<file path="config.mk">
export PLATFORM = sky130hd
export DESIGN_NAME = vr_wheel_gen
export DESIGN_NICKNAME = d
export VERILOG_FILES = /design/src/rtl/hwag_pkg.sv /design/src/rtl/counter_compare.sv /design/src/rtl/vr_wheel_gen.sv
export SDC_FILE = /design/constraint.sdc
export NUM_CORES = 1
export LEC_CHECK = 0
export CORE_MARGIN = 8
export CORE_UTILIZATION = 44
export DETAILED_ROUTE_END_ITERATION = 10
export GPL_TIMING_DRIVEN = 0
export PLACE_DENSITY = 0.75
export SLEW_MARGIN = 25
export SYNTH_ARGS = -nofsm -noshare
export SYNTH_HDL_FRONTEND = slang
export SYNTH_SLANG_ARGS = --single-unit
export TNS_END_PERCENT = 1
</file>
<file path="constraint.sdc">
create_clock -name clk -period 6 [get_ports clk]
set_input_delay 1.2 -clock clk [delete_from_list [all_inputs] [get_ports clk]]
set_output_delay 1.2 -clock clk [all_outputs]
set_load 0.05 [all_outputs]
</file>
<file path="src/rtl/hwag_pkg.sv">
// Shared definitions for the crank-wheel (HWAG) generator family.
package hwag_pkg;

  localparam int unsigned MIN_PER = 4;

  typedef enum logic [1:0] {
    ST_IDLE  = 2'd0,
    ST_TOOTH = 2'd1,
    ST_GAP   = 2'd2
  } wheel_state_e;

endpackage

</file>
<file path="src/rtl/counter_compare.sv">
// Free-running up counter that wraps to zero when it reaches a programmable limit.
module counter_compare #(
  parameter int unsigned W = 24
) (
  input  logic         clk,
  input  logic         rst_n,
  input  logic         clr,
  input  logic         en,
  input  logic [W-1:0] limit,
  output logic [W-1:0] count,
  output logic         hit_c
);

  assign hit_c = (count == limit);

  always_ff @(posedge clk or negedge rst_n) begin
    if (!rst_n) begin
      count <= '0;
    end else if (clr) begin
      count <= '0;
    end else if (en) begin
      count <= hit_c ? '0 : count + W'(1);
    end
  end

endmodule

</file>
<file path="src/rtl/vr_wheel_gen.sv">
// Variable-reluctance crank wheel emulator: N-tooth wheel with a missing-tooth gap,
// programmable tooth period with a shadow register applied at position boundaries.
module vr_wheel_gen
  import hwag_pkg::*;
#(
  parameter int unsigned PW = 24,
  parameter int unsigned TW = 8
) (
  input  logic          clk,
  input  logic          rst,
  input  logic          ena,
  input  logic          per_ld,
  input  logic [PW-1:0] per_in,
  input  logic [TW-1:0] teeth_total,
  input  logic [1:0]    gap_teeth,
  output logic          vr_out,
  output logic [TW-1:0] tooth_idx,
  output logic          gap_strobe,
  output logic          busy
);

  wheel_state_e  state;
  logic [PW-1:0] shadow;
  logic [PW-1:0] per_act;
  logic [PW-1:0] pcnt;
  logic [PW-1:0] p_eff_c;
  logic [PW-1:0] lim_c;
  logic [TW-1:0] nxt_idx_c;
  logic [TW-1:0] gap_lo_c;
  logic          pcnt_hit_c;
  logic          boundary_c;
  logic          cnt_clr_c;
  logic          run_ok_c;
  logic          gap_en_c;
  logic          nxt_gap_c;
  logic          vr_mid_c;

  // Position bookkeeping; wheel geometry is only consumed on boundaries and at start.
  always_comb begin
    p_eff_c    = (per_act < PW'(MIN_PER)) ? PW'(MIN_PER) : per_act;
    lim_c      = p_eff_c - PW'(1);
    boundary_c = pcnt_hit_c && (state != ST_IDLE);
    cnt_clr_c  = (state == ST_IDLE) || !ena;
    run_ok_c   = (teeth_total >= TW'(2));
    gap_en_c   = run_ok_c && (gap_teeth != 2'd0) &&
                 (TW'(gap_teeth) < (teeth_total - TW'(1)));
    gap_lo_c   = teeth_total - TW'(gap_teeth);
    nxt_idx_c  = (!run_ok_c || (tooth_idx >= (teeth_total - TW'(1)))) ? '0
                                                                       : tooth_idx + TW'(1);
    nxt_gap_c  = gap_en_c && (nxt_idx_c >= gap_lo_c);
    vr_mid_c   = (state == ST_TOOTH) && ((pcnt + PW'(1)) < (p_eff_c >> 1));
  end

  counter_compare #(
    .W(PW)
  ) u_pcnt (
    .clk   (clk),
    .rst_n (rst),
    .clr   (cnt_clr_c),
    .en    (state != ST_IDLE),
    .limit (lim_c),
    .count (pcnt),
    .hit_c (pcnt_hit_c)
  );

  always_ff @(posedge clk or negedge rst) begin
    if (!rst) begin
      shadow <= '0;
    end else if (per_ld) begin
      shadow <= per_in;
    end
  end

  // Wheel FSM; outputs are precomputed for the cycle being entered.
  always_ff @(posedge clk or negedge rst) begin
    if (!rst) begin
      state      <= ST_IDLE;
      per_act    <= '0;
      tooth_idx  <= '0;
      vr_out     <= 1'b0;
      gap_strobe <= 1'b0;
      busy       <= 1'b0;
    end else begin
      case (state)
        ST_IDLE: begin
          vr_out     <= 1'b0;
          tooth_idx  <= '0;
          gap_strobe <= 1'b0;
          busy       <= 1'b0;
          if (ena && run_ok_c) begin
            state   <= ST_TOOTH;
            per_act <= shadow;
            vr_out  <= 1'b1;
            busy    <= 1'b1;
          end
        end
        default: begin
          if (!ena) begin
            state      <= ST_IDLE;
            vr_out     <= 1'b0;
            tooth_idx  <= '0;
            gap_strobe <= 1'b0;
            busy       <= 1'b0;
          end else if (boundary_c) begin
            per_act    <= shadow;
            tooth_idx  <= nxt_idx_c;
            state      <= nxt_gap_c ? ST_GAP : ST_TOOTH;
            vr_out     <= !nxt_gap_c;
            gap_strobe <= (state == ST_GAP) && (nxt_idx_c == '0);
          end else begin
            vr_out     <= vr_mid_c;
            gap_strobe <= 1'b0;
          end
        end
      endcase
    end
  end

endmodule

</file>
==> flow_summary_export.csv, run 1 <==
group,metric,value,unit
sta,worstMarginPinSlew,0.980,ns
yosys,syn_avg_cell_area,8.88,µm²
yosys,syn_area,0.00677,mm²
setup_path,arrival,5.67,ns
placed_design,port_buffers,45,
routing,wirelength,19200,µm
power_and_ir_drop,p_seq_share,41.4,%
yosys,synthCells,762,
grt,overflow,0,
yosys,ys.flop_type,"dfrtp_1",
clocking,cts.path.max_buffers,2,
clocking,clkSinkCount,85,
power_and_ir_drop,total_power,1.74,mW
sta,fin_skew,0.00616,ns
clocking,cts_resized,0,
routing,num_vias,6265,
sta,rsz0062_at_grt,"no",
clocking,cts_setup_buffers,0,
sta,holdWs,0.537,ns
sta,tns,0,ns
placed_design,place_ws,0.708,ns
setup_path,crit_top_cell,"nand2_1",
power_and_ir_drop,power_density,224,mW/mm²
power_and_ir_drop,p_leak,3.26,nW
yosys,yosys.area.top_type_share,31.4,%
floorplan,rows,45,
power_and_ir_drop,p_int,1.14,mW
power_and_ir_drop,combPwrFrac,26.9,%
routing,wl_per_cell,19.0,µm
floorplan,die_h,140,µm
routing,first_iter_violations,391,
routing,route.detailed.drc,0,
clocking,cts-root-buf,"clkbuf_16",
sta,fmax,184,MHz
power_and_ir_drop,switching_share,34.3,%
placed_design,place.gp.congestion,0.927,
yosys,synth_edf_count,0,
flow_run,max_cap_violations,0,
cells_and_area,most-common-layout-cells,"dfrtp_1, nand2_1, ha_1",
setup_path,cp_slowest_cell,"or3b_2",
yosys,synthTopCellsByArea,"dfrtp_1, ha_1, xnor2_1",
floorplan,dieArea,0.0196,mm²
cells_and_area,fillers,1414,
hold_path,hold_path_class,"reg2reg",
floorplan,die_x,140,µm
cells_and_area,diodes,0,
placed_design,place_inst,996,
grt,antenna_found_initial,0,
setup_path,cp_max_fo,10,
sta,maxSlewViolCount,0,
clocking,clkLatencyLatePin,0.34,ns
sta,hold_viol_final,0,
clocking,cts_tree,"done",
setup_path,cp-end-kind,"flop",
routing,dr.pass1.iters,5,
power_and_ir_drop,peakVddDrop,158,µV
floorplan,core-area,0.0151,mm²
clocking,holdBufCountCts,0,
grt,grt_pass1_wl,31900,µm
routing,ant_nets,0,
placed_design,dp_hpwl,14900,µm
setup_path,crit_buf_inv,3,
grt,track_usage,19.8,%
floorplan,initial_core_util,44.7,%
yosys,syn_nets,848,
setup_path,crit_family,"simple AND/OR/NAND/NOR gates",
grt,grt_max_degree,55,
outcome,status,"completed",
cells_and_area,layout_commonest_cell,"dfrtp_1",
setup_path,start_kind,"flop",
yosys,yosysUniqueCellTypes,68,
cells_and_area,area_growth_syn_to_layout,14.7,%
clocking,cts_made_buffers,9,
yosys,yosysTopAreaCell,"dfrtp_1",
clocking,path_clk_slew,0.06,ns
cells_and_area,nets,905,
routing,vias_per_cell,6.20,
power_and_ir_drop,pwr-share-clk,31.7,%
setup_path,cpPeakStageDelay,0.56,ns
yosys,ys_seq_elements,85,
sta,worst_slack,0.555,ns
cells_and_area,final_cells,1010,
floorplan,io_pins,49,
yosys,yosysWarningCount,0,
placed_design,postPlaceCellArea,0.00748,mm²
sta,slew_headroom,33.9,%
power_and_ir_drop,power_switching,0.596,mW
setup_path,crit_chain,"or4_1 -> buf_2 -> nor4_4 -> nand2_1 -> nand2_1 -> ha_1 -> or3b_2 -> nor4_2 -> nand2_1 -> o311a_1 -> nand2_1 -> and4_1 -> buf_2 -> nand2_1 -> clkbuf_1 -> and3_1",
sta,report.final.setup_viol,0,
yosys,async_reset_ff_share,100,%
sta,min_period_over_period,90.8,%
yosys,yosysSeqAreaShare,31.4,%
cells_and_area,fin_area,0.00776,mm²
setup_path,crit_type,"reg2reg",
sta,post-route-min-period,5.45,ns
cells_and_area,finalCoreUtilization,51.3,%
clocking,h-tree-depth,3,
cells_and_area,final_layout_size_suffix_gt1_share,9.12,%
grt,grt_pass1_vias,6189,
setup_path,crit_required,6.23,ns
[state kept, by name, summed over array words and instances (netlist names)]
name          count
busy              1
gap_strobe        1
per_act          24
shadow           24
state             2
tooth_idx         8
u_pcnt.count     24
vr_out            1
[synthesized netlist by cell type (9+ instances only)]
cell	number
a211oi_1	32
a21oi_1	25
a311o_1	25
and3_1	29
buf_2	9
clkbuf_1	28
dfrtp_1	85
ha_1	47
inv_1	41
mux2_2	25
nand2_1	67
nand2b_1	9
nand3_1	34
nand4_1	18
nor2_1	39
nor3_1	26
o211ai_1	9
o21ai_0	22
o31ai_1	23
xnor2_1	38
xor2_1	27
[power groups by stage]
stage	Clock [mW]	Combinational, mW	Sequential (mW)
finish	0.551	0.467	0.721
global route	0.577	0.511	0.727
CTS	0.553	0.461	0.716
detailed placement	0	0.457	0.728
global placement	0	0.445	0.725
floorplan	0	0.319	0.699
[routing by layer]
metal | share of wire (%) | GRT usage, % | vias up
met5 | 0 | 0 | -
li1 | - | - | 2964
met4 | 2.4 | 8.11 | 0
met1 | 45 | 26.3 | 3020
met2 | 46 | 31.0 | 245
met3 | 6.3 | 3.57 | 36
[layout make-up]
cell class / instances / area, µm² / area share (%)
clock inverters: 4 / 51.3 / 0.661
plain buffers: 46 / 233 / 3.00
repair buffers: 46 / 479 / 6.17
inverters: 41 / 154 / 1.98
clock buffers: 10 / 229 / 2.95
well taps: 188 / 235 / 3.03
flip-flops and latches: 85 / 2130 / 27.4
multi-input cells: 590 / 4260 / 54.8
[path summary, 6_finish.rpt]
| path | startpoint | end | slack (ns) | cells after the start |
|---|---|---|---|---|
| hold / removal | shadow[18]$_DFFE_PN0P_ | shadow[18]$_DFFE_PN0P_ | 0.54 | 1 |
| hold reg to reg | shadow[18]$_DFFE_PN0P_ | shadow[18]$_DFFE_PN0P_ | 0.54 | 1 |
| setup reg to reg | per_act[7]$_DFFE_PN0P_ | u_pcnt.count[14]$_DFFE_PN0P_ | 0.55 | 16 |
| setup / recovery | per_act[7]$_DFFE_PN0P_ | u_pcnt.count[14]$_DFFE_PN0P_ | 0.55 | 16 |
| min in group asynchronous | rst | u_pcnt.count[10]$_DFFE_PN0P_ | 0.73 | 1 |
| max in group asynchronous | rst | tooth_idx[3]$_DFFE_PN0P_ | 4.70 | 2 |
[kinds of logic (layout without fill, tap and decap cells)]
kind of cell	after synthesis	after routing	share of synthesized area, %
buf+inv	87	147	5.71
simple gates	272	272	21.5
mux	25	25	4.16
fa+ha+maj	48	48	8.98
xor+xnor	65	65	8.41
flops	85	85	31.4
compound gates	180	180	19.8
Note: power is estimated with default switching activity, not from simulation.
==> inputs of run 2 (changes only) <==
--- a/config.mk
+++ b/config.mk
@@ -7,6 +7,7 @@
 export LEC_CHECK = 0
 export CORE_MARGIN = 8
 export CORE_UTILIZATION = 44
+export CTS_BUF_LIST = sky130_fd_sc_hd__clkbuf_4 sky130_fd_sc_hd__clkbuf_8
 export DETAILED_ROUTE_END_ITERATION = 10
 export GPL_TIMING_DRIVEN = 0
 export PLACE_DENSITY = 0.75
==> run 2 against run 1 <==
Against the previous run: sequential cell count stayed put; register-to-register slack worse by 0.03 ns; final cell count stayed put; maximum frequency is 0.56% lower; first-iteration DRC count is 10% higher; setup slack worse by 0.030 ns; power is 8.2% lower; combinational power hardly changed; clock power is 26% lower; sequential power hardly changed; final area is 1.3% lower.
==> flow_summary_export.csv, run 2 (synthesis results as in run 1) <==
group,metric,value,unit
sta,fmax,183,MHz
routing,vias_per_cell,6.20,
placed_design,place.gp.congestion,0.927,
floorplan,die_x,140,µm
sta,post-route-min-period,5.48,ns
sta,holdWs,0.541,ns
grt,overflow,0,
floorplan,die_h,140,µm
clocking,cts.path.max_buffers,2,
placed_design,port_buffers,45,
routing,wirelength,19200,µm
grt,grt_max_degree,55,
setup_path,crit_buf_inv,3,
cells_and_area,final_layout_size_suffix_gt1_share,9.25,%
cells_and_area,most-common-layout-cells,"dfrtp_1, nand2_1, ha_1",
clocking,cts_resized,0,
floorplan,io_pins,49,
cells_and_area,layout_commonest_cell,"dfrtp_1",
grt,grt_pass1_wl,31700,µm
routing,first_iter_violations,430,
sta,tns,0,ns
setup_path,cp_max_fo,10,
power_and_ir_drop,p_int,1.02,mW
clocking,cts_setup_buffers,0,
grt,grt_pass1_vias,6139,
outcome,status,"completed",
setup_path,crit_cells,16,
cells_and_area,fillers,1429,
sta,fin_skew,0.00979,ns
sta,slew_headroom,36.1,%
power_and_ir_drop,power_density,208,mW/mm²
routing,route.detailed.drc,0,
routing,ant_nets,0,
setup_path,crit_top_cell,"nand2_1",
routing,num_vias,6257,
setup_path,cp-end-kind,"flop",
power_and_ir_drop,total_power,1.60,mW
floorplan,rows,45,
clocking,path_clk_slew,0.09,ns
setup_path,rr_worst_depth,16,
sta,report.final.setup_viol,0,
flow_run,max_cap_violations,0,
sta,worstMarginPinSlew,0.947,ns
power_and_ir_drop,switching_share,36.3,%
sta,min_period_over_period,91.3,%
cells_and_area,nets,905,
floorplan,core-area,0.0151,mm²
placed_design,dp_hpwl,14900,µm
power_and_ir_drop,p_leak,3.22,nW
power_and_ir_drop,combPwrFrac,29.2,%
hold_path,hold_path_depth,1,
power_and_ir_drop,power_switching,0.580,mW
setup_path,arrival,5.74,ns
power_and_ir_drop,peakVddDrop,194,µV
sta,maxSlewViolCount,0,
placed_design,place_inst,996,
setup_path,crit_type,"reg2reg",
setup_path,cpPeakStageDelay,0.56,ns
floorplan,initial_core_util,44.7,%
grt,antenna_found_initial,0,
cells_and_area,area_growth_syn_to_layout,13.3,%
clocking,cts_made_buffers,9,
setup_path,crit_family,"simple AND/OR/NAND/NOR gates",
routing,wl_per_cell,19.0,µm
hold_path,hold_path_class,"reg2reg",
clocking,cts_tree,"done",
power_and_ir_drop,p_seq_share,45.1,%
setup_path,cp_slowest_cell,"or3b_2",
clocking,holdBufCountCts,0,
grt,track_usage,19.7,%
setup_path,start_kind,"flop",
floorplan,dieArea,0.0196,mm²
clocking,clkLatencyLatePin,0.37,ns
cells_and_area,diodes,0,
clocking,clkSinkCount,85,
clocking,cts-root-buf,"clkbuf_8",
sta,hold_viol_final,0,
setup_path,crit_required,6.26,ns
power_and_ir_drop,pwr-share-clk,25.6,%
sta,rsz0062_at_grt,"no",
routing,dr.pass1.iters,5,
cells_and_area,reg_top3,"per_act (24), shadow (24), u_pcnt.count (24)",
cells_and_area,final_cells,1010,
setup_path,crit_chain,"or4_1 -> buf_2 -> nor4_4 -> nand2_1 -> nand2_1 -> ha_1 -> or3b_2 -> nor4_2 -> nand2_1 -> o311a_1 -> nand2_1 -> and4_1 -> buf_2 -> nand2_1 -> clkbuf_1 -> and3_1",
clocking,h-tree-depth,3,
-- run 2: changes by cell type in the layout (fill, tap and decap cells not counted) --
cell       previous run  this run
clkbuf_16             9         0
clkbuf_8              0         9
clkbuf_1             29        28
clkbuf_4              0         1
-- run 2: routing by layer --
metal	wire (µm)	track usage, %
met3	1170	3.91
met4	490	8.00
met1	8740	26.2
met5	0	0
met2	8770	30.9
-- run 2: layout make-up --
cell class / count / area, µm² / area share (%)
tap: 188 / 235 / 3.07
inverter: 41 / 154 / 2.01
clock buffer: 10 / 131 / 1.71
clock inverter: 4 / 51.3 / 0.669
timing repair buffer: 46 / 479 / 6.25
buffer: 46 / 233 / 3.04
sequential: 85 / 2130 / 27.7
multi-input combinational: 590 / 4260 / 55.5
-- run 2: worst paths after layout --
kind | startpoint | end | slack, ns
worst min-delay path | shadow[18]$_DFFE_PN0P_ | shadow[18]$_DFFE_PN0P_ | 0.54
max in group asynchronous | rst | gap_strobe$_DFF_PN0_ | 4.74
worst max-delay path | per_act[7]$_DFFE_PN0P_ | u_pcnt.count[14]$_DFFE_PN0P_ | 0.52
worst max register to register | per_act[7]$_DFFE_PN0P_ | u_pcnt.count[14]$_DFFE_PN0P_ | 0.52
min in group asynchronous | rst | per_act[6]$_DFFE_PN0P_ | 0.70
worst min register to register | shadow[18]$_DFFE_PN0P_ | shadow[18]$_DFFE_PN0P_ | 0.54
-- run 2: power groups by stage --
stage,clock network (mW),registers (mW),logic [mW]
2_1_floorplan,0,0.699,0.319
3_3_place_gp,0,0.725,0.445
3_5_place_dp,0,0.728,0.457
4_1_cts,0.411,0.716,0.461
5_1_grt,0.433,0.727,0.510
6_report,0.409,0.721,0.467
-- run 2: stage by stage --
stage	area, µm²	setup WS (ns)	utilization [%]
after global routing	7670	0.286	50.6
final	7670	0.524	50.6
after detailed placement	7480	0.708	49.4
after global placement	7460	0.660	49.2
after floorplan	6770	1.73	-
after CTS	7670	0.670	50.6
